==> src/rtl/block_serial_subtractor.sv <==
// block_serial_subtractor
// Multi-cycle subtractor computing diff = a - b - bin one BLOCK-bit slice per
// clock, least significant slice first, with the inter-slice borrow held in a
// register. It is the area-reduced subtract-direction partner of the
// combinational adder in the ALU.
//
// Ports:
//    clk        rising-edge clock
//    rst_n      asynchronous active-low reset
//    in_valid   operand request valid
//    in_ready   operands can be accepted (high only while idle)
//    a, b, bin  minuend, subtrahend, borrow-in; sampled on accept
//    out_valid  result valid (high only while the result is presented)
//    out_ready  consumer accepts the result
//    diff       registered difference, modulo 2^WIDTH
//    bout       final borrow-out, 1 iff unsigned a < b + bin
//    zero       diff == 0
//    neg        diff[WIDTH-1]
//    ovf        signed overflow of a - b - bin
module block_serial_subtractor #(
   parameter int WIDTH = 32,
   parameter int BLOCK = 8
) (
   input  logic             clk,
   input  logic             rst_n,
   input  logic             in_valid,
   output logic             in_ready,
   input  logic [WIDTH-1:0] a,
   input  logic [WIDTH-1:0] b,
   input  logic             bin,
   output logic             out_valid,
   input  logic             out_ready,
   output logic [WIDTH-1:0] diff,
   output logic             bout,
   output logic             zero,
   output logic             neg,
   output logic             ovf
);

   localparam int SLICES = WIDTH / BLOCK;
   localparam int IW     = (SLICES > 1) ? $clog2(SLICES) : 1;

   typedef enum logic [1:0] {
      IDLE,
      CALC,
      DONE
   } state_t;

   state_t           state;
   state_t           state_next;
   logic [WIDTH-1:0] a_reg;
   logic [WIDTH-1:0] b_reg;
   logic [WIDTH-1:0] diff_next;
   logic [IW-1:0]    idx;
   logic             borrow;
   logic [BLOCK-1:0] a_slice;
   logic [BLOCK-1:0] b_slice;
   logic [BLOCK:0]   ripple;
   logic             slice_bout;
   logic             last_slice;

   // Handshake outputs are pure decodes of the state register.
   assign in_ready   = (state == IDLE);
   assign out_valid  = (state == DONE);
   assign last_slice = (idx == IW'(SLICES - 1));

   // One slice of the subtraction. The extra top bit of the ripple result is
   // the slice's own borrow-out. When the two slices are equal the difference
   // is just -borrow, so the incoming borrow passes straight through instead
   // of waiting on the ripple chain. diff_next is the full result as it will
   // look after this slice is written, so the flags can be derived from it on
   // the last slice without an extra cycle.
   always_comb begin
      a_slice    = a_reg[idx*BLOCK +: BLOCK];
      b_slice    = b_reg[idx*BLOCK +: BLOCK];
      ripple     = {1'b0, a_slice} - {1'b0, b_slice} - {{BLOCK{1'b0}}, borrow};
      slice_bout = (a_slice == b_slice) ? borrow : ripple[BLOCK];
      diff_next  = diff;
      diff_next[idx*BLOCK +: BLOCK] = ripple[BLOCK-1:0];
   end

   // State register; reset always returns to idle, even mid-calculation.
   always_ff @(posedge clk or negedge rst_n) begin
      if (!rst_n) begin
         state <= IDLE;
      end else begin
         state <= state_next;
      end
   end

   // Next-state decode. DONE exits on the consumer handshake, and the exit
   // cycle itself never accepts operands because in_ready is low in DONE.
   always_comb begin
      state_next = state;
      case (state)
         IDLE: if (in_valid) state_next = CALC;
         CALC: if (last_slice) state_next = DONE;
         DONE: if (out_ready) state_next = IDLE;
         default: state_next = IDLE;
      endcase
   end

   // Datapath registers. Operands are captured on accept so later input
   // changes have no effect. Each CALC cycle writes one slice of diff and
   // advances the borrow; the final slice also loads bout and the flags,
   // which then hold through DONE and idle until the next result.
   always_ff @(posedge clk or negedge rst_n) begin
      if (!rst_n) begin
         a_reg  <= '0;
         b_reg  <= '0;
         idx    <= '0;
         borrow <= 1'b0;
         diff   <= '0;
         bout   <= 1'b0;
         zero   <= 1'b0;
         neg    <= 1'b0;
         ovf    <= 1'b0;
      end else begin
         case (state)
            IDLE: begin
               if (in_valid) begin
                  a_reg  <= a;
                  b_reg  <= b;
                  borrow <= bin;
                  idx    <= '0;
               end
            end
            CALC: begin
               diff   <= diff_next;
               borrow <= slice_bout;
               idx    <= idx + IW'(1);
               if (last_slice) begin
                  bout <= slice_bout;
                  zero <= (diff_next == '0);
                  neg  <= diff_next[WIDTH-1];
                  ovf  <= (a_reg[WIDTH-1] != b_reg[WIDTH-1]) &&
                          (diff_next[WIDTH-1] != a_reg[WIDTH-1]);
               end
            end
            default: begin
            end
         endcase
      end
   end

endmodule
==> config.mk <==
export PLATFORM = sky130hd
export DESIGN_NAME = block_serial_subtractor
export DESIGN_NICKNAME = d
export VERILOG_FILES = /design/src/rtl/block_serial_subtractor.sv
export SDC_FILE = /design/constraint.sdc
export NUM_CORES = 1
export LEC_CHECK = 0
export BUFFER_PORTS_ARGS = -buffer_cell sky130_fd_sc_hd__buf_2
export CORE_MARGIN = 5
export CORE_UTILIZATION = 45
export DETAILED_ROUTE_END_ITERATION = 7
export PLACE_DENSITY = 0.77
export SETUP_SLACK_MARGIN = 0.05
export SKIP_CTS_REPAIR_TIMING = 1
export SYNTH_ARGS = -nofsm -noshare
export SYNTH_HDL_FRONTEND = slang
export SYNTH_SLANG_ARGS = --single-unit
==> constraint.sdc <==
create_clock -name clk -period 7.1 [get_ports clk]
set_input_delay 0.71 -clock clk [delete_from_list [all_inputs] [get_ports clk]]
set_output_delay 0.71 -clock clk [all_outputs]
set_load 0.005 [all_outputs]
==> results of run 1 <==
-- worst paths after layout --
path	from	to	slack, ns	depth (start not counted)
worst max register to register	idx[1]$_DFFE_PN0P_	zero$_DFFE_PN0P_	2.99	9
worst min register to register	a_reg[18]$_DFFE_PN0P_	a_reg[18]$_DFFE_PN0P_	0.47	2
max in group asynchronous	rst_n	b_reg[8]$_DFFE_PN0P_	5.57	2
min in group clk	a_reg[18]$_DFFE_PN0P_	a_reg[18]$_DFFE_PN0P_	0.47	2
worst max-delay path	idx[1]$_DFFE_PN0P_	zero$_DFFE_PN0P_	2.99	9
worst min-delay path	rst_n	diff[4]$_DFFE_PN0P_	0.36	1
-- cells in the mapped netlist, drive strengths merged --
library cell	count	area, µm²
fa	2	40.0
mux2	1	11.3
nand4	1	6.26
nand2	223	837
or3	2	12.5
and3b	1	8.76
nor4b	1	8.76
o221ai	1	8.76
o31ai	4	35.0
o311a	1	10.0
buf	7	38.8
o2111ai	1	8.76
o22ai	1	6.26
ha	18	225
nand3	4	20.0
or4b	1	10.0
o21a	1	7.51
nor2b	2	12.5
o21ai	26	130
nor3b	1	7.51
nor2	10	37.5
o31a	2	17.5
nor3	6	30.0
and3	1	6.26
clkbuf	15	56.3
xor2	5	43.8
xnor2	5	43.8
a41oi	1	8.76
nand2b	6	37.5
mux2i	4	40.0
a2111oi	2	17.5
and2	1	6.26
or4	1	11.3
mux4	15	338
o41a	1	11.3
nor4	6	37.5
a21oi	11	55.1
a22o	15	131
inv	27	101
nand3b	2	15.0
dfrtp	105	2630
-- cells by family (layout without fill, tap and decap cells) --
logic type	Yosys count	count (layout)
adders and majority gates	20	20
AOI/OAI and AO/OA	67	67
and+or+nand+nor	269	269
DFF	105	105
muxes	20	20
xor gates and xnor gates	10	10
buffers and inverters	49	151
-- cell type report --
class / instances / share of cell area [%]
Sequential cell: 105 / 43.3
Clock buffer: 10 / 3.93
Timing Repair Buffer: 108 / 9.02
Clock inverter: 6 / 1.34
Inverter: 27 / 1.67
Multi-Input combinational cell: 386 / 37.8
Tap cell: 143 / 2.95
-- worst max-delay path, cell delays in order (launching register included) --
cell and delay [ns]:
dfrtp_1 0.97, mux4_2 0.46, fa_1 0.44, fa_1 0.45, nand2b_1 0.18, a2111oi_0 0.58
nor2_1 0.12, xnor2_1 0.38, a41oi_1 0.17, o31ai_1 0.25
-- routing by layer --
layer | vias to the layer above | share of wire, % | wire length (µm)
li1 | 1994 | - | -
met1 | 2002 | 43 | 5390
met2 | 162 | 48 | 6030
met3 | 25 | 7.4 | 922
met4 | 0 | 1.6 | 196
met5 | - | 0 | 0
-- layout by cell type (no fill, tap or decap), types with 10 or more instances in the layout --
| cell type | Yosys | routed |
|---|---|---|
| a21oi_1 | 11 | 11 |
| inv_1 | 27 | 27 |
| ha_1 | 18 | 18 |
| a22o_1 | 15 | 15 |
| mux4_2 | 15 | 15 |
| o21ai_0 | 26 | 26 |
| nand2_1 | 223 | 222 |
| dfrtp_1 | 105 | 105 |
| nor2_1 | 10 | 10 |
| buf_2 | 1 | 105 |
-- per-stage QoR --
stage,util [%],hold slack [ns],cell area (µm²)
final,53.9,0.365,6070
after global routing,53.9,0.418,6070
after CTS,53.9,0.398,6070
after detailed placement,51.0,0.458,5750
after global placement,51.0,0.454,5750
after floorplan,-,0.414,5120
==> flow_metrics.py, run 1 <==
metrics = {
    "route": {
        "drt-initial-drc-count": 330,
        "vias_per_cell": 5.33,
        "drc_errors": 0,
        "drtPass1Iterations": 6,
        "wl_um": 12500,
        "detail-route-antenna-nets": 0,
        "avgRoutedWirePerCell_um": 16.0,
        "num_vias": 4183,
    },
    "timing": {
        "drv_slew": 0,
        "fmax_mhz": 243,
        "finalSetupViolCount": 0,
        "fin_crit_sh_pct": 57.9,
        "rsz0062_at_grt": "false",
        "skew_ns": 0.0130,
        "hold_violations": 0,
        "fin_setup_tns_ns": 0,
        "period_minus_slack_ns": 4.11,
        "layout_setup_ws_ns": 2.99,
        "slew_headroom_pct": 24.6,
        "worstMarginPinSlew_ns": 1.13,
    },
    "setup_path": {
        "crit_fanout": 21,
        "crit_path_end_kind": "flip-flop",
        "start_kind": "flip-flop",
        "crit_arrival_ns": 4.36,
        "critPathKind": "flip-flop to flip-flop",
        "crit_required_ns": 7.35,
    },
    "clocking": {
        "cts_made_buffers": 9,
        "clk_latency_ns": 0.35,
        "cts-root-buf": "clkbuf_16",
        "clk_pin_slew_ns": 0.07,
        "cts_tree": "yes",
        "cts_num_sinks": 105,
        "h-tree-depth": 3,
        "max-clock-path-buffers": 2,
    },
    "floorplanning": {
        "start_util_pct": 45.4,
        "fp.dieW_um": 117,
        "io_pins": 107,
        "fp-row-count": 39,
        "core_mm2": 0.0113,
        "dieArea_mm2": 0.0136,
        "die-height_um": 117,
    },
    "layout": {
        "nNetsFinal": 726,
        "synthToLayoutAreaGrowth_pct": 18.7,
        "antennaDiodeCount": 0,
        "final.fill_count": 1031,
        "seq_area_mm2": 0.00263,
        "drive_gt1_share_pct": 22.6,
        "finalNonFillerCells": 785,
        "multi_input_area_mm2": 0.00230,
    },
    "logic_synthesis": {
        "synth-xor-area-share_pct": 1.71,
        "muxShareOfSynthArea_pct": 7.60,
        "synth_top_family_by_area": "simple AND/OR/NAND/NOR gates",
        "synth-simple-area-share_pct": 21.6,
        "ys_seq_area_share_pct": 51.3,
        "syn_area_per_cell_um2": 9.48,
        "syn_nets": 629,
        "netlist_area_mm2": 0.00512,
        "synth_warnings": 0,
        "syn_inst": 540,
        "synth_cell_types": 45,
        "synth_compound_area_share_pct": 8.75,
        "synth-seq-cells": 105,
        "synthAdderAreaFrac_pct": 5.18,
    },
    "grt": {
        "grt-ovfl-total": 0,
        "grt.total_usage_pct": 19.5,
        "first_global_vias": 4325,
        "grt_pass1_wl_um": 20900,
        "grt-busiest-layer": "met2",
        "antenna_found_initial": 0,
        "grt.met2_usage_pct": 32.3,
        "use_met3_pct": 3.83,
        "grt_max_degree": 69,
        "grt_use_met1_pct": 26.2,
    },
    "job": {
        "maxCapViolCount": 0,
    },
    "place": {
        "pre_cts_ws_ns": 3.05,
        "place_congestion": 0.879,
        "io_buffers": 106,
        "place_inst": 769,
        "dp_hpwl_um": 9250,
    },
    "status": {
        "status": "complete, no violations",
    },
    "hold_path": {
        "min_path_type": "primary input to asynchronous set/reset pin",
    },
}
Power of run 1 is left out: the tool's default activity adds up to more than one toggle a clock period on the data nets, which glitch-free logic cannot reach.
==> run 2, diff against run 1 <==
--- a/config.mk
+++ b/config.mk
@@ -9,7 +9,7 @@
 export CORE_MARGIN = 5
 export CORE_UTILIZATION = 45
 export DETAILED_ROUTE_END_ITERATION = 7
-export PLACE_DENSITY = 0.77
+export PLACE_DENSITY = 0.79
 export SETUP_SLACK_MARGIN = 0.05
 export SKIP_CTS_REPAIR_TIMING = 1
 export SYNTH_ARGS = -nofsm -noshare
==> constraint.sdc (replaced) <==
create_clock -name clk -period 3.7 [get_ports clk]
set_input_delay 0.37 -clock clk [delete_from_list [all_inputs] [get_ports clk]]
set_output_delay 0.37 -clock clk [all_outputs]
set_load 0.005 [all_outputs]
==> run 2 against run 1 <==
Critical path depth is the same. Register-to-register slack worse by 2.6 ns. Non-clock buffer count is 10 higher. Worst setup slack worse by 2.6 ns. Global-route usage is 0.18 points higher. Final cell count rose by 1.1%. Critical path type unchanged. Largest cell class unchanged.
==> flow_metrics.py, run 2 (synthesized netlist as in run 1, its figures left out) <==
metrics = {
    "status": {
        "status": "complete, no violations",
    },
    "layout": {
        "drive_gt1_share_pct": 23.8,
        "final_cell_mix": "nand2_1 (222), dfrtp_1 (105), buf_2 (105)",
        "final.fill_count": 986,
        "final_common_cell": "nand2_1",
        "antennaDiodeCount": 0,
        "synthToLayoutAreaGrowth_pct": 20.0,
        "fin_util_pct": 54.5,
        "nNetsFinal": 736,
    },
    "clocking": {
        "cts-root-buf": "clkbuf_16",
        "clk_pin_slew_ns": 0.07,
        "cts_num_sinks": 105,
        "cts_tree": "yes",
        "h-tree-depth": 3,
        "clk_latency_ns": 0.34,
        "max-clock-path-buffers": 2,
        "cts_made_buffers": 9,
    },
    "floorplanning": {
        "die-height_um": 117,
        "core_mm2": 0.0113,
        "fp.dieW_um": 117,
        "io_pins": 107,
        "dieArea_mm2": 0.0136,
        "start_util_pct": 45.4,
        "fp-row-count": 39,
    },
    "timing": {
        "skew_ns": 0.00800,
        "fin_setup_tns_ns": 0,
        "period_minus_slack_ns": 3.34,
        "rsz0062_at_grt": "false",
        "fin_crit_sh_pct": 90.3,
        "hold_violations": 0,
        "finalSetupViolCount": 0,
        "slew_headroom_pct": 27.5,
        "fmax_mhz": 299,
        "worstMarginPinSlew_ns": 1.08,
        "drv_slew": 0,
    },
    "setup_path": {
        "crit_path_max_incr_delay_ns": 0.59,
        "rr_startpoint": "idx[0]$_DFFE_PN0P_",
        "cpMostUsedCell": "fa_1",
        "slowest_stage": "mux4_2",
        "crit_path_end_kind": "flip-flop",
        "crit_cells": 9,
        "path_delay_family": "adder cells",
        "r2r_setup_slack_ns": 0.36,
        "critPathKind": "flip-flop to flip-flop",
        "critPathBufInv": 0,
        "crit_end": "zero$_DFFE_PN0P_",
        "path_cells": "mux4_2, fa_1, fa_1, nand2b_1, a2111oi_2, nor2_1, xnor2_1, a41oi_1, o31ai_1",
        "crit_arrival_ns": 3.58,
        "start_kind": "flip-flop",
        "r2r-end": "zero$_DFFE_PN0P_",
        "crit_fanout": 5,
        "reg2reg_depth": 9,
        "startpoint": "idx[0]$_DFFE_PN0P_",
        "crit_required_ns": 3.94,
    },
    "grt": {
        "grt_max_degree": 80,
        "antenna_found_initial": 0,
        "first_global_vias": 4429,
        "grt.total_usage_pct": 19.6,
        "grt-ovfl-total": 0,
        "grt_pass1_wl_um": 21000,
    },
    "route": {
        "drc_errors": 0,
        "drt-initial-drc-count": 280,
        "num_vias": 4161,
        "wl_um": 12700,
        "avgRoutedWirePerCell_um": 16.0,
        "detail-route-antenna-nets": 0,
        "drtPass1Iterations": 4,
        "vias_per_cell": 5.24,
    },
    "place": {
        "io_buffers": 106,
        "place_congestion": 0.889,
        "dp_hpwl_um": 9460,
    },
    "job": {
        "maxCapViolCount": 0,
    },
    "hold_path": {
        "min_path_type": "primary input to asynchronous set/reset pin",
    },
}
==> run 2: layout make-up <==
class                   instances  area [µm²]  share of cell area, %
repair buffers                118         623                   10.1
inverters                      27         101                   1.65
multi-input cells             386        2300                   37.5
well taps                     143         179                   2.91
clock inverters                 4        52.6                  0.856
clock buffers                  11         253                   4.12
flip-flops and latches        105        2630                   42.8
==> run 2: worst reg2reg max path: stages, from the launching register on <==
cell and delay (ns):
dfrtp_1 0.48, mux4_2 0.59, fa_1 0.44, fa_1 0.43, nand2b_1 0.20, a2111oi_2 0.44
nor2_1 0.10, xnor2_1 0.19, a41oi_1 0.13, o31ai_1 0.24
==> run 2: worst min-delay path by stage <==
stage	end	slack [ns]	cells after the start
6_report	diff[5]$_DFFE_PN0P_	0.18	1
5_1_grt	state[1]$_DFFE_PN0P_	0.20	2
4_1_cts	b_reg[18]$_DFFE_PN0P_	0.21	3
3_5_place_dp	b_reg[3]$_DFFE_PN0P_	0.46	2
3_3_place_gp	a_reg[4]$_DFFE_PN0P_	0.45	2
2_1_floorplan	a_reg[0]$_DFFE_PN0P_	0.07	0
==> run 2: metal layers <==
layer	routed length [µm]	up-vias	GRT usage [%]
met4	241	0	6.57
met2	6400	123	33.3
li1	-	2009	-
met1	5280	2001	25.3
met5	0	-	0
met3	820	28	4.04
==> run 2: stage by stage <==
step	std cells	hold slack (ns)	setup WS [ns]	area [µm²]
2_1_floorplan	540	0.0744	0.191	5120
3_3_place_gp	779	0.453	0.304	5830
3_5_place_dp	779	0.461	0.196	5830
4_1_cts	794	0.207	0.154	6130
5_1_grt	794	0.205	0.107	6140
6_report	794	0.178	0.359	6140
Power of run 2 is left out for the same reason.
